--- src/rtl/booth_mul_if.sv ---
// Operand/result bundle between the control sequencer and the Booth multiplier.
interface booth_mul_if #(
    parameter int WIDTH = 32
);
    logic                      start;
    logic signed [WIDTH-1:0]   multiplicand;
    logic signed [WIDTH-1:0]   multiplier;
    logic                      busy;
    logic                      finished;
    logic signed [2*WIDTH-1:0] product;

    modport master (
        output start, multiplicand, multiplier,
        input  busy, finished, product
    );

    modport slave (
        input  start, multiplicand, multiplier,
        output busy, finished, product
    );
endinterface

--- src/rtl/booth_mul_unit.sv ---
// Sequential signed multiplier, radix-4 Booth recoding, two multiplier bits per clock.
// WIDTH must be even and at least 4; the product is 2*WIDTH bits.
module booth_mul_unit #(
    parameter int WIDTH = 32
) (
    input  logic        Clock,
    input  logic        clear,
    booth_mul_if.slave  bus
);

    localparam int CNT_W = $clog2(WIDTH / 2 + 1);
    localparam logic [CNT_W-1:0] LAST_STEP = CNT_W'(WIDTH / 2 - 1);

    typedef enum logic [1:0] {
        S_IDLE = 2'd0,
        S_RUN  = 2'd1,
        S_DONE = 2'd2
    } state_t;

    state_t state_q, state_d;

    // Accumulator carries two guard bits so that +/-2M never overflows.
    logic signed [WIDTH+1:0]   acc_q, acc_d;
    logic        [WIDTH-1:0]   q_q, q_d;
    logic                      qm1_q, qm1_d;
    logic signed [WIDTH-1:0]   m_q, m_d;
    logic        [CNT_W-1:0]   cnt_q, cnt_d;
    logic signed [2*WIDTH-1:0] prod_q, prod_d;
    logic signed [WIDTH+1:0]   sum;
    logic                      last_step;
    logic                      busy_o, finished_o;

    // Partial product selected by the Booth triple {q1, q0, q-1}.
    function automatic logic signed [WIDTH+1:0] booth_pp(
        input logic [2:0]              trip,
        input logic signed [WIDTH-1:0] m
    );
        logic signed [WIDTH+1:0] m_ext;
        m_ext = {{2{m[WIDTH-1]}}, m};
        case (trip)
            3'b001, 3'b010: return m_ext;
            3'b011:         return m_ext <<< 1;
            3'b100:         return -(m_ext <<< 1);
            3'b101, 3'b110: return -m_ext;
            default:        return '0;
        endcase
    endfunction

    assign last_step = (cnt_q == LAST_STEP);

    // FSM state register; clear aborts any operation in flight.
    always_ff @(posedge Clock) begin
        if (clear) state_q <= S_IDLE;
        else       state_q <= state_d;
    end

    // FSM next-state: DONE accepts a new start directly (back-to-back).
    always_comb begin
        state_d = state_q;
        case (state_q)
            S_IDLE:  if (bus.start) state_d = S_RUN;
            S_RUN:   if (last_step) state_d = S_DONE;
            S_DONE:  state_d = bus.start ? S_RUN : S_IDLE;
            default: state_d = S_IDLE;
        endcase
    end

    // FSM outputs: busy during RUN, finished for the single DONE cycle.
    always_comb begin
        busy_o     = (state_q == S_RUN);
        finished_o = (state_q == S_DONE);
    end

    // Datapath next-state: latch operands on accept, one Booth step per RUN cycle.
    always_comb begin
        m_d    = m_q;
        acc_d  = acc_q;
        q_d    = q_q;
        qm1_d  = qm1_q;
        cnt_d  = cnt_q;
        prod_d = prod_q;
        sum    = '0;
        if (state_q == S_RUN) begin
            sum   = acc_q + booth_pp({q_q[1:0], qm1_q}, m_q);
            acc_d = sum >>> 2;
            q_d   = {sum[1:0], q_q[WIDTH-1:2]};
            qm1_d = q_q[1];
            cnt_d = cnt_q + CNT_W'(1);
            if (last_step) prod_d = {acc_d[WIDTH-1:0], q_d};
        end else if (bus.start) begin
            m_d   = bus.multiplicand;
            q_d   = bus.multiplier;
            acc_d = '0;
            qm1_d = 1'b0;
            cnt_d = '0;
        end
    end

    // Datapath registers; clear zeroes everything so no X reaches the outputs.
    always_ff @(posedge Clock) begin
        if (clear) begin
            m_q    <= '0;
            acc_q  <= '0;
            q_q    <= '0;
            qm1_q  <= 1'b0;
            cnt_q  <= '0;
            prod_q <= '0;
        end else begin
            m_q    <= m_d;
            acc_q  <= acc_d;
            q_q    <= q_d;
            qm1_q  <= qm1_d;
            cnt_q  <= cnt_d;
            prod_q <= prod_d;
        end
    end

    assign bus.busy     = busy_o;
    assign bus.finished = finished_o;
    assign bus.product  = prod_q;

endmodule

--- src/flat_wrapper.sv ---
// flat-port wrapper written by rule: the top's interface ports become plain ports
module booth_mul_unit_flat 
#(
    parameter int WIDTH = 32
)
  (Clock, clear, bus_start, bus_multiplicand, bus_multiplier, bus_busy, bus_finished, bus_product);
  booth_mul_if #(.WIDTH(WIDTH)) bus_i ();
  input  logic Clock;
  input  logic clear;
  input wire logic [$bits(bus_i.start)-1:0] bus_start;
  input wire logic [$bits(bus_i.multiplicand)-1:0] bus_multiplicand;
  input wire logic [$bits(bus_i.multiplier)-1:0] bus_multiplier;
  output wire logic [$bits(bus_i.busy)-1:0] bus_busy;
  output wire logic [$bits(bus_i.finished)-1:0] bus_finished;
  output wire logic [$bits(bus_i.product)-1:0] bus_product;
  assign bus_i.start = bus_start;
  assign bus_i.multiplicand = bus_multiplicand;
  assign bus_i.multiplier = bus_multiplier;
  assign bus_busy = bus_i.busy;
  assign bus_finished = bus_i.finished;
  assign bus_product = bus_i.product;
  booth_mul_unit #(.WIDTH(WIDTH)) u_core (.Clock(Clock), .clear(clear), .bus(bus_i));
endmodule
--- config.mk ---
export PLATFORM = sky130hd
export DESIGN_NAME = booth_mul_unit_flat
export DESIGN_NICKNAME = d
export VERILOG_FILES = /design/src/rtl/booth_mul_if.sv /design/src/rtl/booth_mul_unit.sv /design/src/flat_wrapper.sv
export SDC_FILE = /design/constraint.sdc
export NUM_CORES = 1
export LEC_CHECK = 0
export BUFFER_PORTS_ARGS = -buffer_cell sky130_fd_sc_hd__buf_2
export CELL_PAD_IN_SITES_DETAIL_PLACEMENT = 0
export CELL_PAD_IN_SITES_GLOBAL_PLACEMENT = 1
export CORE_AREA = 5 5 166 152
export CTS_CLUSTER_DIAMETER = 80
export CTS_CLUSTER_SIZE = 14
export DETAILED_ROUTE_END_ITERATION = 10
export DIE_AREA = 0 0 171 157
export PLACE_DENSITY_LB_ADDON = 0.05
export REMOVE_ABC_BUFFERS = 1
export SETUP_SLACK_MARGIN = 0.2
export SLEW_MARGIN = 0
export SYNTH_ARGS = -nofsm -noshare
export SYNTH_HDL_FRONTEND = slang
export SYNTH_SLANG_ARGS = --single-unit
--- constraint.sdc ---
create_clock -name Clock -period 4.6 [get_ports Clock]
set_input_delay 0.69 -clock Clock [delete_from_list [all_inputs] [get_ports Clock]]
set_output_delay 0.69 -clock Clock [all_outputs]
set_load 0.01 [all_outputs]
==> flow_summary_export.csv, run 1 <==
group,metric,value,unit
hold_path,hold_class,"flip-flop to flip-flop",
routing,drcViolationCount,0,
routing,routed_via_density,5.52,
clock_tree,clock_sinks,168,
logic_synthesis,synth-async-reset-ratio,0,
critical_path,max_stage_delay,0.46,ns
power_and_ir_drop,power_leakage,5.27,nW
placed_design,port-buffer-count,132,
logic_synthesis,synth.distinct_cells,73,
floorplan,core_area,23100,sq um
timing,period_share,0.928,
clock_tree,numCtsBuffers,17,
timing,maxSlewHeadroom,0.269,
clock_tree,postCtsHoldBufs,0,
global_routing,overflow,0,
global_routing,grt.total_usage,0.226,
logic_synthesis,synth.area.top_cells,"dfxtp_1 34%, nand2_1 9.8%, a21oi_1 7.4%",
finish,design_area,12100,sq um
critical_path,crit_path_end_kind,"flip-flop",
timing,finalMaxSlewViolations,0,
timing,worst_pin_slew,1.09,ns
routing,drt_iter0_markers,674,
placed_design,dpl-instance-area,11300,sq um
timing,setup_viol,0,
logic_synthesis,syn_area,9890,sq um
routing,ant_nets,0,
power_and_ir_drop,p_total,4.03,mW
logic_synthesis,synthTopCellsByCount,"259 x nand2_1, 168 x dfxtp_1, 147 x a21oi_1",
finish,fillers,2324,
critical_path,path_delay_family,"simple AND/OR/NAND/NOR gates",
critical_path,cp-start-kind,"flip-flop",
timing,period_minus_slack,4.27,ns
logic_synthesis,synth.top_cell.area_share,0.340,
power_and_ir_drop,powerDensity,332,nW/um^2
placed_design,dp_slack,0.104,ns
finish,final_nets,1576,
routing,finalWirelength,31.0,mm
finish,syn_to_final_growth,22.7,%
routing,drt-pass1-iter-count,5,
placed_design,dp.cells,1748,
clock_tree,cts_max_path_buffers,2,
global_routing,antenna_found_initial,0,
floorplan,dieHeight,157,um
timing,fmax,234,MHz
logic_synthesis,yosysTopAreaCell,"dfxtp_1",
run,maxCapViolCount,0,
floorplan,rows,53,
clock_tree,clkTransAtPathRegs,0.08,ns
logic_synthesis,syn_area_per_cell,7.51,sq um
clock_tree,tritoncts,"built",
global_routing,grt_max_degree,89,
critical_path,path_buf_inv,2,
critical_path,slowest_stage,"or3_4",
finish,multi_input_area,6230,sq um
finish,drive_gt1_frac,0.218,
floorplan,dieArea,26800,sq um
timing,finClkSkew,0.0166,ns
critical_path,required,4.93,ns
routing,wl_per_cell,17.4,um
logic_synthesis,synth-warning-count,0,
critical_path,crit_arrival,4.60,ns
floorplan,die_w,171,um
logic_synthesis,synth_ff_type,"dfxtp_1",
logic_synthesis,synth_most_common_cell,"nand2_1",
clock_tree,htree_levels,4,
timing,fin_ws,0.333,ns
logic_synthesis,seq_area_frac_synth,0.340,
clock_tree,clockRootBuffer,"clkbuf_16",
status,run_status,"completed",
floorplan,start_util,0.427,
critical_path,path_max_fanout,5,
placed_design,dpl.hpwl,21.9,mm
logic_synthesis,synthCells,1317,
timing,setup_tns,0,ns
global_routing,grt_pass1_wl,49.1,mm
logic_synthesis,synth_seq_cells,168,
finish,final_cells,1787,
routing,dr_total_vias,9861,
critical_path,crit_type,"flip-flop to flip-flop",
finish,num_antenna_cells,0,
critical_path,path_cells,"nor4_2, nand2b_1, nand4b_1, or3_4, buf_4, nand2_1, xnor2_1, a221oi_1, o21ai_1, ha_1, a21oi_2, a21bo_2, and2_1, a2111oi_2, buf_4, o21ai_1, nor2b_1, a22o_1",
power_and_ir_drop,peakVddDrop,0.000232,V
finish,ff_latch_area,3370,sq um
floorplan,pin_count,133,
placed_design,place.gp.congestion,0.887,
clock_tree,clk_latency,0.44,ns
global_routing,grt_pass1_vias,9368,
timing,rsz0062_at_grt,"yes",
timing,hold_violations,0,
logic_synthesis,synth_edf_count,0,
==> per-layer routing <==
| layer | GRT usage | share of wire |
|---|---|---|
| met2 | 0.372 | 0.46 |
| met5 | 0 | 0 |
| met1 | 0.312 | 0.48 |
| met3 | 0.0357 | 0.043 |
| met4 | 0.0585 | 0.016 |
==> flip-flops by register name, summed over array words and instances, names as in the netlist <==
register            count
u_core.state_q          2
u_core.q_q             32
u_core.qm1_q            1
u_core.m_q             32
u_core.acc_q           32
u_core.cnt_q            5
u_core.bus.product     64
==> metrics by stage <==
step / hold slack, ns / util
after floorplan: 0.432 / -
after global placement: 0.437 / 0.488
after detailed placement: 0.443 / 0.488
after CTS: 0.454 / 0.516
after global routing: 0.468 / 0.525
final: 0.451 / 0.525
==> logic make-up after synthesis <==
kind of cell,share of synthesized area
flops,0.340
simple gates,0.235
fa+ha+maj,0.0476
buf+inv,0.0476
mux,0.0397
compound gates,0.237
xor+xnor,0.0531
==> tightest hold or removal path, cell delays in order, from the launching register on <==
cell     delay, ns
dfxtp_1       0.31
nand3_1       0.06
nand2_1       0.04
==> layout by cell type, fill, tap and decap left out, types with 34 or more instances in the layout <==
master,synthesis,layout
a211oi_1,45,43
a21oi_1,147,139
buf_2,7,131
buf_4,1,105
dfxtp_1,168,165
ha_1,36,34
mux2i_1,37,37
nand2_1,259,258
nor2_1,112,109
o21ai_0,76,68
==> cell type report <==
class | instances | share of cell area
tap | 302 | 0.0311
clock inverter | 15 | 0.0181
multi-input combinational | 1030 | 0.513
clock buffer | 17 | 0.0350
inverter | 19 | 0.00588
sequential | 168 | 0.278
timing repair buffer | 236 | 0.119
==> final timing paths <==
| kind | from | to | slack, ns | depth (start not counted) |
|---|---|---|---|---|
| setup / recovery | u_core.m_q[15] | u_core.acc_q[30] | 0.33 | 18 |
| setup reg to reg | u_core.m_q[15] | u_core.acc_q[30] | 0.33 | 18 |
| hold / removal | u_core.bus.product[46] | u_core.bus.product[46] | 0.45 | 2 |
| hold reg to reg | u_core.bus.product[46] | u_core.bus.product[46] | 0.45 | 2 |
==> where the power goes <==
part	switching, mW	internal, mW	total, mW
clock	0.753	0.801	1.55
sequential	0.0582	1.51	1.57
combinational	0.528	0.380	0.907
total	1.34	2.70	4.03
==> timing repair <==
| item | in CTS | in global routing |
|---|---|---|
| endpoints found under the setup margin | 7 | 27 |
| resized for setup | 4 | 44 |
| setup buffers | 0 | 7 |
| pin swaps | 0 | 12 |
No activity file was read; power rests on OpenSTA's default activity.
==> run 2, diff against run 1 <==
Settings changed: CORE_AREA 5 5 166 152 to 5 5 151 168, DIE_AREA 0 0 171 157 to 0 0 156 173, PLACE_DENSITY_LB_ADDON 0.05 to 0.1.
==> run 2 against run 1 <==
  * Clock skew decreased by 0.0020 ns
  * Critical path type unchanged
  * Flip-flop and latch count unchanged
  * Fmax rose by 1.1%
  * Cell count shrank 0.28%
  * Critical path depth did not move
==> flow_summary_export.csv, run 2 (same netlist as run 1, synthesis figures left out) <==
group,metric,value,unit
run,maxCapViolCount,0,
critical_path,max_stage_delay,0.51,ns
finish,design_area,12100,sq um
timing,finalMaxSlewViolations,0,
timing,fmax,237,MHz
routing,dr_total_vias,9913,
timing,hold_violations,0,
placed_design,dpl.hpwl,22.2,mm
global_routing,antenna_found_initial,0,
critical_path,path_max_fanout,6,
finish,fillers,2389,
critical_path,reg2regPathDepth,18,
floorplan,dieArea,27000,sq um
routing,drt-pass1-iter-count,7,
global_routing,grt_pass1_vias,9555,
power_and_ir_drop,powerDensity,331,nW/um^2
hold_path,hold_class,"flip-flop to flip-flop",
critical_path,crit_type,"flip-flop to flip-flop",
timing,worst_pin_slew,1.16,ns
critical_path,crit_path_end_kind,"flip-flop",
finish,layout_common_cells,"257 x nand2_1, 167 x dfxtp_1, 140 x a21oi_1",
floorplan,core_area,23400,sq um
finish,largest_reg_flops,64,
clock_tree,clock_sinks,168,
routing,drt_iter0_markers,584,
finish,drive_gt1_frac,0.214,
critical_path,worst_path_most_repeated_cell,"buf_4",
critical_path,worstSetupStartpoint,"u_core.m_q[1]",
clock_tree,clockRootBuffer,"clkbuf_16",
timing,fin_ws,0.379,ns
power_and_ir_drop,power_leakage,5.21,nW
timing,rsz0062_at_grt,"yes",
placed_design,place.gp.congestion,0.927,
floorplan,die_w,156,um
clock_tree,cts_max_path_buffers,2,
timing,maxSlewHeadroom,0.228,
global_routing,grt_max_degree,61,
global_routing,grt.total_usage,0.225,
clock_tree,postCtsHoldBufs,0,
routing,drcViolationCount,0,
timing,finClkSkew,0.0146,ns
placed_design,dpl-instance-area,11200,sq um
timing,period_minus_slack,4.22,ns
critical_path,path_cells,"inv_1, ha_1, nor2b_4, nand4_2, or3_4, or4_1, a221oi_1, o21ai_0, ha_2, and3_1, nand3_1, nor2_2, a2111oi_4, buf_4, o21ai_1, buf_4, nand3b_1, a21oi_1",
timing,period_share,0.918,
routing,wl_per_cell,17.4,um
critical_path,rr_startpoint,"u_core.m_q[1]",
critical_path,crit_path_end,"u_core.bus.product[62]",
placed_design,dp_slack,0.0307,ns
routing,routed_via_density,5.56,
routing,ant_nets,0,
critical_path,slowest_stage,"or4_1",
finish,num_antenna_cells,0,
routing,finalWirelength,31.0,mm
floorplan,pin_count,133,
clock_tree,htree_levels,4,
global_routing,overflow,0,
finish,syn_to_final_growth,22.0,%
clock_tree,clk_latency,0.45,ns
critical_path,required,4.97,ns
placed_design,port-buffer-count,132,
clock_tree,clkTransAtPathRegs,0.08,ns
critical_path,r2r_end,"u_core.bus.product[62]",
floorplan,dieHeight,173,um
floorplan,start_util,0.423,
power_and_ir_drop,peakVddDrop,0.000230,V
finish,final_nets,1568,
clock_tree,numCtsBuffers,17,
timing,setup_viol,0,
clock_tree,tritoncts,"built",
finish,final_common_cell,"nand2_1",
timing,setup_tns,0,ns
critical_path,r2r_setup_slack,0.38,ns
power_and_ir_drop,p_total,4.00,mW
floorplan,rows,59,
critical_path,cp-start-kind,"flip-flop",
status,run_status,"completed",
global_routing,grt_pass1_wl,49.9,mm
critical_path,crit_arrival,4.59,ns
run 2: changes by cell type in the layout (fill, tap and decap cells not counted), sizes merged:
cell / change
inv: +3
clkinv: -3
buf: -8
bufinv: -1
clkinvlp: +1
run 2: report_power, final:
group,internal (mW),leakage (nW),switching [mW]
combinational,0.375,3.55,0.526
sequential,1.51,1.37,0.0636
clock,0.751,0.297,0.765
run 2: repair_timing:
action                                  4_1_cts  5_1_grt
pin swaps                                     1        8
gates resized for setup                       8       35
endpoints found under the setup margin       11       26
setup buffers                                 0        6
run 2: layout make-up:
type / count / area [sq um] / area share
Sequential cell: 168 / 3360 / 0.279
Tap cell: 305 / 382 / 0.0316
Clock buffer: 17 / 425 / 0.0352
Inverter: 19 / 71.3 / 0.00591
Clock inverter: 15 / 190 / 0.0158
Timing Repair Buffer: 228 / 1380 / 0.115
Multi-Input combinational cell: 1030 / 6250 / 0.518
run 2: how the worst min path moves through the flow:
stage | from | depth (start not counted) | slack, ns | endpoint
after floorplan | u_core.acc_q[16] | 2 | 0.43 | u_core.acc_q[16]
after global placement | u_core.bus.product[46] | 2 | 0.44 | u_core.bus.product[46]
after detailed placement | u_core.bus.product[18] | 2 | 0.44 | u_core.bus.product[18]
after CTS | u_core.bus.product[18] | 2 | 0.45 | u_core.bus.product[18]
after global routing | u_core.bus.product[18] | 2 | 0.47 | u_core.bus.product[18]
final | u_core.bus.product[55] | 2 | 0.45 | u_core.bus.product[55]
run 2: per-stage QoR:
stage,hold WS (ns),cells,utilization
after floorplan,0.432,1217,-
after global placement,0.438,1744,0.480
final,0.453,1782,0.516
after detailed placement,0.443,1744,0.480
after global routing,0.466,1782,0.516
after CTS,0.455,1776,0.507
run 2: worst max-delay path: cells and delay by family (launching register included):
family,cells,cell delay [ns]
flops,1,0.34
compound gates,5,0.87
simple gates,8,1.93
fa+ha+maj,2,0.61
buf+inv,3,0.41
run 2: layer usage:
layer,global-route usage,vias to the layer above,routed length (um)
met3,0.0503,55,1670
met4,0.0700,0,846
met5,0,-,0
li1,-,4946,-
met1,0.283,4666,13400
met2,0.383,246,15100
==> run 3, diff against run 2 <==
--- a/config.mk
+++ b/config.mk
@@ -6,12 +6,12 @@
 export NUM_CORES = 1
 export LEC_CHECK = 0
-export BUFFER_PORTS_ARGS = -buffer_cell sky130_fd_sc_hd__buf_2
 export CELL_PAD_IN_SITES_DETAIL_PLACEMENT = 0
 export CELL_PAD_IN_SITES_GLOBAL_PLACEMENT = 1
-export CORE_AREA = 5 5 151 168
+export CORE_AREA = 5 5 145 161
 export CTS_CLUSTER_DIAMETER = 80
 export CTS_CLUSTER_SIZE = 14
 export DETAILED_ROUTE_END_ITERATION = 10
-export DIE_AREA = 0 0 156 173
+export DIE_AREA = 0 0 150 166
+export DONT_BUFFER_PORTS = 1
 export PLACE_DENSITY_LB_ADDON = 0.1
 export REMOVE_ABC_BUFFERS = 1
==> constraint.sdc (replaced) <==
create_clock -name Clock -period 4.6 [get_ports Clock]
set_input_delay 0 -clock Clock [delete_from_list [all_inputs] [get_ports Clock]]
set_output_delay 0 -clock Clock [all_outputs]
set_load 0.01 [all_outputs]
==> run 3 against run 2 <==
  * Count of clock-buffer cells in the layout did not move
  * Power barely moved
  * Sequential power about the same
  * Cell count fell by 4.4%
  * Setup slack gained 0.072 ns
  * Cell area is 0.56% higher
  * Largest power group unchanged
  * Highest routed layer unchanged
==> flow_summary_export.csv, run 3 (same netlist as run 1, synthesis figures left out) <==
group,metric,value,unit
critical_path,r2r_end,"u_core.bus.product[50]",
finish,design_area,12100,sq um
critical_path,crit_type,"flip-flop to flip-flop",
global_routing,grt_max_degree,146,
timing,setup_tns,0,ns
critical_path,required,4.99,ns
placed_design,port-buffer-count,0,
floorplan,dieHeight,166,um
timing,fmax,241,MHz
finish,drive_gt1_frac,0.132,
clock_tree,numCtsBuffers,17,
critical_path,crit_arrival,4.54,ns
critical_path,max_stage_delay,0.49,ns
finish,final_common_cell,"nand2_1",
power_and_ir_drop,intPower,2.65,mW
timing,worst_pin_slew,1.20,ns
critical_path,reg2regPathDepth,17,
timing,maxSlewHeadroom,0.197,
hold_path,hold_end,"u_core.bus.product[16]",
placed_design,dp_slack,0.176,ns
power_and_ir_drop,switching_share,0.336,
timing,fin_ws,0.451,ns
critical_path,crit_path_end_kind,"flip-flop",
critical_path,path_cells,"nor4_4, and2_2, nand2_1, or4_1, nand2_1, xnor2_1, a221oi_1, a31oi_1, ha_2, and3_1, and3_1, a32o_1, buf_4, o21ai_1, o21ai_0, or4_1, nand3_1",
timing,rsz0062_at_grt,"yes",
finish,final_util,0.560,
timing,hold_violations,0,
finish,final_nets,1500,
power_and_ir_drop,powerDensity,329,nW/um^2
floorplan,rows,57,
routing,drt-pass1-iter-count,6,
routing,ant_nets,0,
power_and_ir_drop,p_clk_frac,0.376,
routing,dr_total_vias,9707,
timing,finalMaxSlewViolations,0,
power_and_ir_drop,p_total,4.00,mW
finish,syn_to_final_growth,22.7,%
routing,finalWirelength,30.6,mm
clock_tree,clock_sinks,168,
timing,finClkSkew,0.0217,ns
floorplan,start_util,0.456,
clock_tree,clockRootBuffer,"clkbuf_16",
clock_tree,htree_levels,4,
placed_design,place.gp.congestion,0.931,
routing,drcViolationCount,0,
finish,fillers,2140,
global_routing,grt_pass1_wl,49.6,mm
hold_path,whs_path_depth,2,
global_routing,grt_pass1_vias,9511,
placed_design,dpl.hpwl,20.6,mm
floorplan,die_w,150,um
global_routing,antenna_found_initial,0,
timing,setup_viol,0,
finish,num_antenna_cells,0,
floorplan,pin_count,133,
timing,period_share,0.902,
critical_path,r2r_setup_slack,0.45,ns
critical_path,path_delay_family,"simple AND/OR/NAND/NOR gates",
global_routing,grt.total_usage,0.244,
power_and_ir_drop,power_leakage,4.87,nW
routing,routed_via_density,5.70,
critical_path,path_buf_inv,1,
floorplan,core_area,21700,sq um
timing,period_minus_slack,4.15,ns
finish,largest_reg_flops,64,
critical_path,rr_startpoint,"u_core.m_q[9]",
power_and_ir_drop,combPwrFrac,0.230,
critical_path,path_max_fanout,6,
placed_design,dpl-instance-area,10500,sq um
power_and_ir_drop,pwr-share-seq,0.394,
hold_path,hp-start,"clear",
clock_tree,clkTransAtPathRegs,0.08,ns
floorplan,dieArea,24900,sq um
run,maxCapViolCount,0,
routing,wl_per_cell,18.0,um
power_and_ir_drop,peakVddDrop,0.000243,V
power_and_ir_drop,p_sw,1.34,mW
critical_path,slowest_stage,"or4_1",
clock_tree,clk_latency,0.45,ns
clock_tree,tritoncts,"built",
status,run_status,"completed",
hold_path,hold_class,"input pin to flip-flop",
global_routing,overflow,0,
clock_tree,cts_max_path_buffers,2,
critical_path,cp-start-kind,"flip-flop",
routing,drt_iter0_markers,669,
finish,layout_common_cells,"257 x nand2_1, 166 x dfxtp_1, 139 x a21oi_1",
-- run 3: timing repair --
action                     CTS  global route
hold buffers                71             0
resized for setup            2            54
buffers inserted             0            12
hold endpoints to repair   167             0
setup endpoints to repair    3            34
pin swaps                    0            18
-- run 3: through the flow --
step | std cells | hold slack (ns)
after floorplan | 1217 | 0.0691
after global placement | 1589 | 0.0837
after detailed placement | 1589 | 0.0836
after CTS | 1692 | 0.00810
after global routing | 1704 | 0.00975
final | 1704 | 0.00119
-- run 3: metal layers --
layer	part of all wire	wire length [um]	vias up	GRT usage
met5	0	0	-	0
met4	0.025	762	0	0.0760
met3	0.052	1610	45	0.0513
met2	0.50	15300	241	0.424
met1	0.42	12900	4607	0.301
li1	-	-	4814	-
-- run 3: final cells by class --
cell class	count	area [sq um]	area share
Clock buffer	17	425	0.0351
Clock inverter	15	193	0.0159
Sequential cell	168	3370	0.278
Tap cell	295	369	0.0304
Multi-Input combinational cell	1030	6290	0.518
Timing Repair Buffer	160	1420	0.117
Inverter	19	71.3	0.00588
-- run 3: power by group through the flow --
stage	registers (mW)	logic [mW]	clock network [mW]
final	1.58	0.921	1.50
after global routing	1.58	1.02	1.58
after CTS	1.57	0.874	1.53
after detailed placement	1.61	0.787	0
after global placement	1.61	0.786	0
after floorplan	1.61	0.514	0
-- run 3: how the worst max path moves through the flow --
stage,start,to,cells past startpoint
after floorplan,u_core.state_q[1],u_core.bus.product[63],6
after global placement,u_core.m_q[15],u_core.acc_q[30],19
after detailed placement,u_core.m_q[6],u_core.acc_q[30],19
after CTS,u_core.m_q[6],u_core.bus.product[62],20
after global routing,u_core.m_q[14],u_core.bus.product[62],21
final,u_core.m_q[9],u_core.bus.product[50],17
